[src/rtl/cpu_reset_sequencer_pkg.sv]
// Shared types and defaults for the CPU reset sequencer.
// State encoding, default timing constants and width helpers.
package cray_reset_pkg;

  typedef enum logic [2:0] {
    IDLE,
    SELECT,
    HOLD,
    GAP,
    WAIT
  } seq_state_e;

  localparam int unsigned DEF_NCPU        = 4;
  localparam int unsigned DEF_HOLD_CYCLES = 8;
  localparam int unsigned DEF_GAP_CYCLES  = 4;
  localparam int unsigned DEF_ACK_TIMEOUT = 255;

  // Counter width covering the largest reload value (max - 1).
  function automatic int unsigned cnt_width(input int unsigned a,
                                            input int unsigned b,
                                            input int unsigned c);
    int unsigned m;
    m = a;
    if (b > m) m = b;
    if (c > m) m = c;
    return (m < 2) ? 1 : $clog2(m);
  endfunction

  // Width of a CPU index.
  function automatic int unsigned idx_width(input int unsigned n);
    return (n < 2) ? 1 : $clog2(n);
  endfunction

endpackage

[src/rtl/cpu_reset_sequencer_if.sv]
// Request/response bundle between the reset sequencer, the
// maintenance channel and the CPU array.
interface cpu_reset_sequencer_if #(
  parameter int unsigned NCPU = 4
);
  logic [NCPU-1:0] REQ_RESET;
  logic            REQ_ALL;
  logic [NCPU-1:0] CPU_RESET;
  logic [NCPU-1:0] CPU_START;
  logic [NCPU-1:0] CPU_READY;
  logic [NCPU-1:0] CPU_RUN;
  logic            BUSY;
  logic [NCPU-1:0] FAULT;

  modport master (
    input  REQ_RESET, REQ_ALL, CPU_READY,
    output CPU_RESET, CPU_START, CPU_RUN, BUSY, FAULT
  );

  modport slave (
    output REQ_RESET, REQ_ALL, CPU_READY,
    input  CPU_RESET, CPU_START, CPU_RUN, BUSY, FAULT
  );
endinterface

[src/rtl/cpu_reset_sequencer_priority.sv]
// Lowest-index-first encoder over the pending CPU mask.
module rst_seq_priority
  import cray_reset_pkg::*;
#(
  parameter int unsigned NCPU = DEF_NCPU,
  localparam int unsigned IDX_W = idx_width(NCPU)
) (
  input  logic [NCPU-1:0]  mask,
  output logic [IDX_W-1:0] idx,
  output logic             valid
);

  logic [NCPU-1:0] low;

  // Isolate the lowest set bit, then encode its position.
  assign low   = mask & (~mask + NCPU'(1));
  assign valid = |mask;

  // Map the one-hot lowest bit to its index.
  always_comb begin
    idx = '0;
    for (int unsigned i = 0; i < NCPU; i++) begin
      if (low == (NCPU'(1) << i)) idx = IDX_W'(i);
    end
  end

endmodule

[src/rtl/cpu_reset_sequencer.sv]
// Per-CPU reset release and deadstart sequencer.
// Holds requested CPUs in reset, releases them lowest index first,
// pulses CPU_START and waits for CPU_READY with a timeout.
// Optional: CPU_RESET_RETRY_EN gives each CPU one retry before FAULT.
module cpu_reset_sequencer
  import cray_reset_pkg::*;
#(
  parameter int unsigned NCPU        = DEF_NCPU,
  parameter int unsigned HOLD_CYCLES = DEF_HOLD_CYCLES,
  parameter int unsigned GAP_CYCLES  = DEF_GAP_CYCLES,
  parameter int unsigned ACK_TIMEOUT = DEF_ACK_TIMEOUT
) (
  input  logic                  SYSTEM_CLOCK,
  input  logic                  SYSTEM_RESET,
  cpu_reset_sequencer_if.master bus
);

  localparam int unsigned CNT_W = cnt_width(HOLD_CYCLES, GAP_CYCLES, ACK_TIMEOUT);
  localparam int unsigned IDX_W = idx_width(NCPU);
  localparam logic [CNT_W-1:0] HOLD_LD = CNT_W'(HOLD_CYCLES - 1);
  localparam logic [CNT_W-1:0] GAP_LD  = CNT_W'(GAP_CYCLES - 1);
  localparam logic [CNT_W-1:0] ACK_LD  = CNT_W'(ACK_TIMEOUT - 1);

`ifdef CPU_RESET_RETRY_EN
  localparam bit RETRY_EN = 1'b1;
`else
  localparam bit RETRY_EN = 1'b0;
`endif

  seq_state_e       state_q, state_d;
  logic [IDX_W-1:0] cur_q, cur_d, sel_idx;
  logic             sel_valid;
  logic [CNT_W-1:0] cnt_q, cnt_d;
  logic             retry_q, retry_d;
  logic [NCPU-1:0]  pend_q, pend_d;
  logic [NCPU-1:0]  rst_q, rst_d;
  logic [NCPU-1:0]  start_q, start_d;
  logic [NCPU-1:0]  run_q, run_d;
  logic [NCPU-1:0]  fault_q, fault_d;
  logic [NCPU-1:0]  req;

  rst_seq_priority #(.NCPU(NCPU)) u_prio (
    .mask  (pend_q),
    .idx   (sel_idx),
    .valid (sel_valid)
  );

  assign req           = bus.REQ_RESET | {NCPU{bus.REQ_ALL}};
  assign bus.CPU_RESET = rst_q;
  assign bus.CPU_START = start_q;
  assign bus.CPU_RUN   = run_q;
  assign bus.FAULT     = fault_q;
  assign bus.BUSY      = (state_q != IDLE) || (|pend_q);

  // Next-state and output decode; requests are merged last so they win.
  always_comb begin
    state_d = state_q;
    cur_d   = cur_q;
    cnt_d   = cnt_q;
    retry_d = retry_q;
    pend_d  = pend_q;
    rst_d   = rst_q;
    start_d = '0;
    run_d   = run_q;
    fault_d = fault_q;

    unique case (state_q)
      IDLE: begin
        if (|pend_q) state_d = SELECT;
      end
      SELECT: begin
        // REQ_ALL here restarts selection from the refreshed mask.
        if (!bus.REQ_ALL) begin
          if (sel_valid) begin
            cur_d           = sel_idx;
            pend_d[sel_idx] = 1'b0;
            cnt_d           = HOLD_LD;
            retry_d         = 1'b0;
            state_d         = HOLD;
          end else begin
            state_d = IDLE;
          end
        end
      end
      HOLD: begin
        if (bus.REQ_ALL) begin
          state_d = SELECT;
        end else if (cnt_q == '0) begin
          rst_d[cur_q] = 1'b0;
          cnt_d        = GAP_LD;
          state_d      = GAP;
        end else begin
          cnt_d = cnt_q - CNT_W'(1);
        end
      end
      GAP: begin
        if (req[cur_q]) begin
          state_d = SELECT;
        end else if (cnt_q == '0) begin
          start_d[cur_q] = 1'b1;
          cnt_d          = ACK_LD;
          state_d        = WAIT;
        end else begin
          cnt_d = cnt_q - CNT_W'(1);
        end
      end
      WAIT: begin
        if (req[cur_q]) begin
          state_d = SELECT;
        end else if (bus.CPU_READY[cur_q]) begin
          run_d[cur_q]   = 1'b1;
          fault_d[cur_q] = 1'b0;
          state_d        = SELECT;
        end else if (cnt_q == '0) begin
          rst_d[cur_q] = 1'b1;
          if (RETRY_EN && !retry_q) begin
            retry_d = 1'b1;
            cnt_d   = HOLD_LD;
            state_d = HOLD;
          end else begin
            fault_d[cur_q] = 1'b1;
            state_d        = SELECT;
          end
        end else begin
          cnt_d = cnt_q - CNT_W'(1);
        end
      end
      default: state_d = SELECT;
    endcase

    pend_d = pend_d | req;
    rst_d  = rst_d | req;
    run_d  = run_d & ~req;
  end

  // State and output registers; reset holds every CPU pending in reset.
  always_ff @(posedge SYSTEM_CLOCK or posedge SYSTEM_RESET) begin
    if (SYSTEM_RESET) begin
      state_q <= SELECT;
      cur_q   <= '0;
      cnt_q   <= '0;
      retry_q <= 1'b0;
      pend_q  <= '1;
      rst_q   <= '1;
      start_q <= '0;
      run_q   <= '0;
      fault_q <= '0;
    end else begin
      state_q <= state_d;
      cur_q   <= cur_d;
      cnt_q   <= cnt_d;
      retry_q <= retry_d;
      pend_q  <= pend_d;
      rst_q   <= rst_d;
      start_q <= start_d;
      run_q   <= run_d;
      fault_q <= fault_d;
    end
  end

endmodule

[src/flat_wrapper.sv]
// flat-port wrapper written by rule: the top's interface ports become plain ports
module cpu_reset_sequencer_flat import cray_reset_pkg::*;
#(
  parameter int unsigned NCPU        = DEF_NCPU,
  parameter int unsigned HOLD_CYCLES = DEF_HOLD_CYCLES,
  parameter int unsigned GAP_CYCLES  = DEF_GAP_CYCLES,
  parameter int unsigned ACK_TIMEOUT = DEF_ACK_TIMEOUT
)
  (SYSTEM_CLOCK, SYSTEM_RESET, bus_REQ_RESET, bus_REQ_ALL, bus_CPU_READY, bus_CPU_RESET, bus_CPU_START, bus_CPU_RUN, bus_BUSY, bus_FAULT);
  cpu_reset_sequencer_if #(.NCPU(NCPU)) bus_i ();
  input  logic SYSTEM_CLOCK;
  input  logic SYSTEM_RESET;
  input wire logic [$bits(bus_i.REQ_RESET)-1:0] bus_REQ_RESET;
  input wire logic [$bits(bus_i.REQ_ALL)-1:0] bus_REQ_ALL;
  input wire logic [$bits(bus_i.CPU_READY)-1:0] bus_CPU_READY;
  output wire logic [$bits(bus_i.CPU_RESET)-1:0] bus_CPU_RESET;
  output wire logic [$bits(bus_i.CPU_START)-1:0] bus_CPU_START;
  output wire logic [$bits(bus_i.CPU_RUN)-1:0] bus_CPU_RUN;
  output wire logic [$bits(bus_i.BUSY)-1:0] bus_BUSY;
  output wire logic [$bits(bus_i.FAULT)-1:0] bus_FAULT;
  assign bus_i.REQ_RESET = bus_REQ_RESET;
  assign bus_i.REQ_ALL = bus_REQ_ALL;
  assign bus_i.CPU_READY = bus_CPU_READY;
  assign bus_CPU_RESET = bus_i.CPU_RESET;
  assign bus_CPU_START = bus_i.CPU_START;
  assign bus_CPU_RUN = bus_i.CPU_RUN;
  assign bus_BUSY = bus_i.BUSY;
  assign bus_FAULT = bus_i.FAULT;
  cpu_reset_sequencer #(.NCPU(NCPU), .HOLD_CYCLES(HOLD_CYCLES), .GAP_CYCLES(GAP_CYCLES), .ACK_TIMEOUT(ACK_TIMEOUT)) u_core (.SYSTEM_CLOCK(SYSTEM_CLOCK), .SYSTEM_RESET(SYSTEM_RESET), .bus(bus_i));
endmodule
[config.mk]
export PLATFORM = sky130hd
export DESIGN_NAME = cpu_reset_sequencer_flat
export DESIGN_NICKNAME = d
export VERILOG_FILES = /design/src/rtl/cpu_reset_sequencer_pkg.sv /design/src/rtl/cpu_reset_sequencer_if.sv /design/src/rtl/cpu_reset_sequencer_priority.sv /design/src/rtl/cpu_reset_sequencer.sv /design/src/flat_wrapper.sv
export SDC_FILE = /design/constraint.sdc
export NUM_CORES = 1
export LEC_CHECK = 0
export ABC_CLOCK_PERIOD_IN_PS = 4400
export CORE_UTILIZATION = 40
export DETAILED_ROUTE_END_ITERATION = 12
export PLACE_DENSITY = 0.74
export SYNTH_ARGS = -nofsm -noshare
export SYNTH_HDL_FRONTEND = slang
export SYNTH_SLANG_ARGS = --single-unit
[constraint.sdc]
create_clock -name SYSTEM_CLOCK -period 4.4 [get_ports SYSTEM_CLOCK]
set_input_delay 0.66 -clock SYSTEM_CLOCK [delete_from_list [all_inputs] [get_ports SYSTEM_CLOCK]]
set_output_delay 0.66 -clock SYSTEM_CLOCK [all_outputs]
set_load 0.02 [all_outputs]
==> flow_summary.json <==
{
  "outcome": "finished, final reports clean",
  "dr.pass1.iters": 4,
  "ys_ff_latch": 33,
  "die_h_microns": 71.1,
  "hold_end": "u_core.pend_q[2]",
  "clockBufferDepth": 2,
  "start_util": 0.427,
  "ys_seq_area_frac": 0.438,
  "core_sq_mm": 0.00447,
  "post-route-period-util": 0.657,
  "post_drt_wl_per_cell_microns": 16.2,
  "layout_commonest_cell": "clkdlybuf4s50_1",
  "grt_overflow": 0,
  "drtIter0Drc": 142,
  "timing.rr.end": "u_core.cnt_q[2]",
  "yosys_most_used_dff": "dfrtp_1",
  "timing.slew.headroom": 0.311,
  "die_w_microns": 71.1,
  "netlist_instances": 202,
  "net-switching-power_mw": 0.411,
  "vias_per_cell": 5.99,
  "rr_worst_depth": 5,
  "syn_to_final_growth_pct": 17.2,
  "cts_inserted_buffers": 5,
  "cpPeakStageDelay_ps": 580,
  "vdd_drop_max_uv": 227,
  "grt.total_usage": 0.192,
  "yosys_warnings": 0,
  "path_clk_slew_ps": 70,
  "place.gp.congestion": 0.853,
  "power_leakage_nw": 0.882,
  "hp-start": "u_core.pend_q[2]",
  "fmax_mhz": 346,
  "critPathKind": "register to primary output",
  "crit_chain": "or4_1, or4_1, clkdlybuf4s50_1",
  "post-route-drc-count": 0,
  "switching_share": 0.404,
  "syn_area_sq_mm": 0.00191,
  "rsz0062_at_grt": "false",
  "synthesis.nets": 215,
  "ys_async_sr_fraction": 1.00,
  "worst_slew_pin_slew_ps": 1020,
  "syn_area_per_cell_sq_um": 9.46,
  "holdBufCountCts": 0,
  "ant_nets": 0,
  "clk_latency_ps": 290,
  "crit_path_end_kind": "primary output",
  "rr_startpoint": "u_core.cur_q[0]",
  "vias": 1659,
  "hold_viol": 0,
  "synth_edf_count": 0,
  "setup_viol": 0,
  "tns_ps": 0,
  "grt_pass1_vias": 1531,
  "num-fill-cells": 410,
  "crit_arrival_ps": 2230,
  "drive_gt1_frac": 0.133,
  "antenna_found_initial": 0,
  "crit_top_cell": "or4_1",
  "io_pins": 28,
  "nNetsFinal": 237,
  "num_rows": 24,
  "layout_setup_ws_ps": 1510,
  "io_buffers": 27,
  "power_frac_seq": 0.428,
  "antenna_cells": 0,
  "final_cell_mix": "27 x clkdlybuf4s50_1, 24 x nand2_1, 24 x dfrtp_1",
  "cellPowerDensity_mw_per_mm2": 454,
  "yosysUniqueCellTypes": 51,
  "cp_data_required_time_ps": 3740,
  "htree_levels": 2,
  "power_mw": 1.02,
  "drt_wl_total_mm": 4.50,
  "dp_hpwl_mm": 3.16,
  "grt_pass1_wl_mm": 7.42,
  "cts_root_buf": "clkbuf_8",
  "numClockSinks": 33,
  "combPwrFrac": 0.335,
  "maxCapViolCount": 0,
  "post_cts_resized": 0,
  "hold_path_depth": 2,
  "cts_tree": "done",
  "regToRegSetupSlack_ps": 1970,
  "startpoint_type": "register",
  "crit_slowest_cell": "or4_1",
  "p_int_mw": 0.607,
  "slew_violations": 0,
  "place_ws_ps": 1270,
  "post_cts_buffers": 0,
  "period_minus_slack_ps": 2890,
  "die_area_sq_mm": 0.00506,
  "hold_path.class": "register to register",
  "skew_ps": 9.82,
  "clkPwrFrac": 0.237,
  "grt_max_degree": 23,
  "crit_fanout": 6
}
worst max-delay path, delay by kind of cell, from the launching register on:
family        cells  cell delay, ps
buf+inv           1             550
flops             1             390
simple gates      2            1000
power groups by stage:
stage | clock (mW) | combinational, mW | sequential (mW)
6_report | 0.241 | 0.341 | 0.435
5_1_grt | 0.263 | 0.381 | 0.449
4_1_cts | 0.247 | 0.337 | 0.434
3_5_place_dp | 0 | 0.336 | 0.439
3_3_place_gp | 0 | 0.333 | 0.438
2_1_floorplan | 0 | 0.357 | 0.375
Yosys cell counts (2+ instances only):
cell	n	area share
o21a_1	2	0.0079
o21ai_1	3	0.0079
inv_1	8	0.016
nand3_1	4	0.010
clkbuf_8	2	0.014
o21ai_0	10	0.026
clkbuf_1	3	0.0059
nor2b_1	3	0.0098
buf_8	2	0.016
mux4_2	2	0.024
nand2b_1	2	0.0065
dfstp_2	9	0.12
ha_1	2	0.013
buf_2	4	0.010
nor2_1	13	0.026
nand2_1	24	0.047
a22o_1	4	0.018
a31oi_1	8	0.026
or3_1	3	0.0098
nor4_1	4	0.013
nor3_1	11	0.029
or4_4	2	0.012
a21oi_1	17	0.045
dfrtp_1	24	0.31
and2_1	3	0.0098
or4_1	2	0.0079
o211ai_1	7	0.028
kinds of logic (layout without fill, tap and decap cells):
logic type | count (synthesis) | after routing | share of synthesized area
simple gates | 81 | 81 | 0.234
mux | 3 | 3 | 0.0288
flops | 33 | 33 | 0.438
compound gates | 62 | 62 | 0.214
buf+inv | 21 | 44 | 0.0720
fa+ha+maj | 2 | 2 | 0.0131
per-stage QoR:
step           cell area, sq um  instances  hold slack [ps]  utilization
5_1_grt                    2240        277              511        0.501
6_report                   2240        277              500        0.501
4_1_cts                    2240        277              496        0.501
3_3_place_gp               2150        269              477        0.480
3_5_place_dp               2150        269              484        0.480
2_1_floorplan              1910        202              455            -
metal layers:
metal	track usage	wire length, microns	vias to the layer above
li1	-	-	786
met2	0.288	2120	56
met3	0.0456	251	6
met1	0.271	2060	811
met5	0	0	-
met4	0.0711	59	0
area by class of cell:
cell class | count | area, sq um | share of cell area
clock buffers | 7 | 86.3 | 0.0385
clock inverters | 1 | 7.51 | 0.00335
inverters | 8 | 30.0 | 0.0134
multi-input cells | 148 | 936 | 0.418
flip-flops and latches | 33 | 837 | 0.374
well taps | 52 | 65.1 | 0.0291
repair buffers | 28 | 278 | 0.124
worst max path at each step:
stage / from / to / slack [ps] / depth (start not counted)
2_1_floorplan: bus_REQ_RESET[3] / u_core.bus.CPU_RESET[0] / 2270 / 4
3_3_place_gp: bus_REQ_ALL / u_core.cnt_q[0] / 1290 / 4
3_5_place_dp: bus_REQ_ALL / u_core.cnt_q[2] / 1270 / 4
4_1_cts: u_core.pend_q[0] / bus_BUSY / 1490 / 3
5_1_grt: bus_REQ_ALL / u_core.cnt_q[2] / 1330 / 4
6_report: u_core.pend_q[0] / bus_BUSY / 1510 / 3
Power figures use the tool's default switching activity.
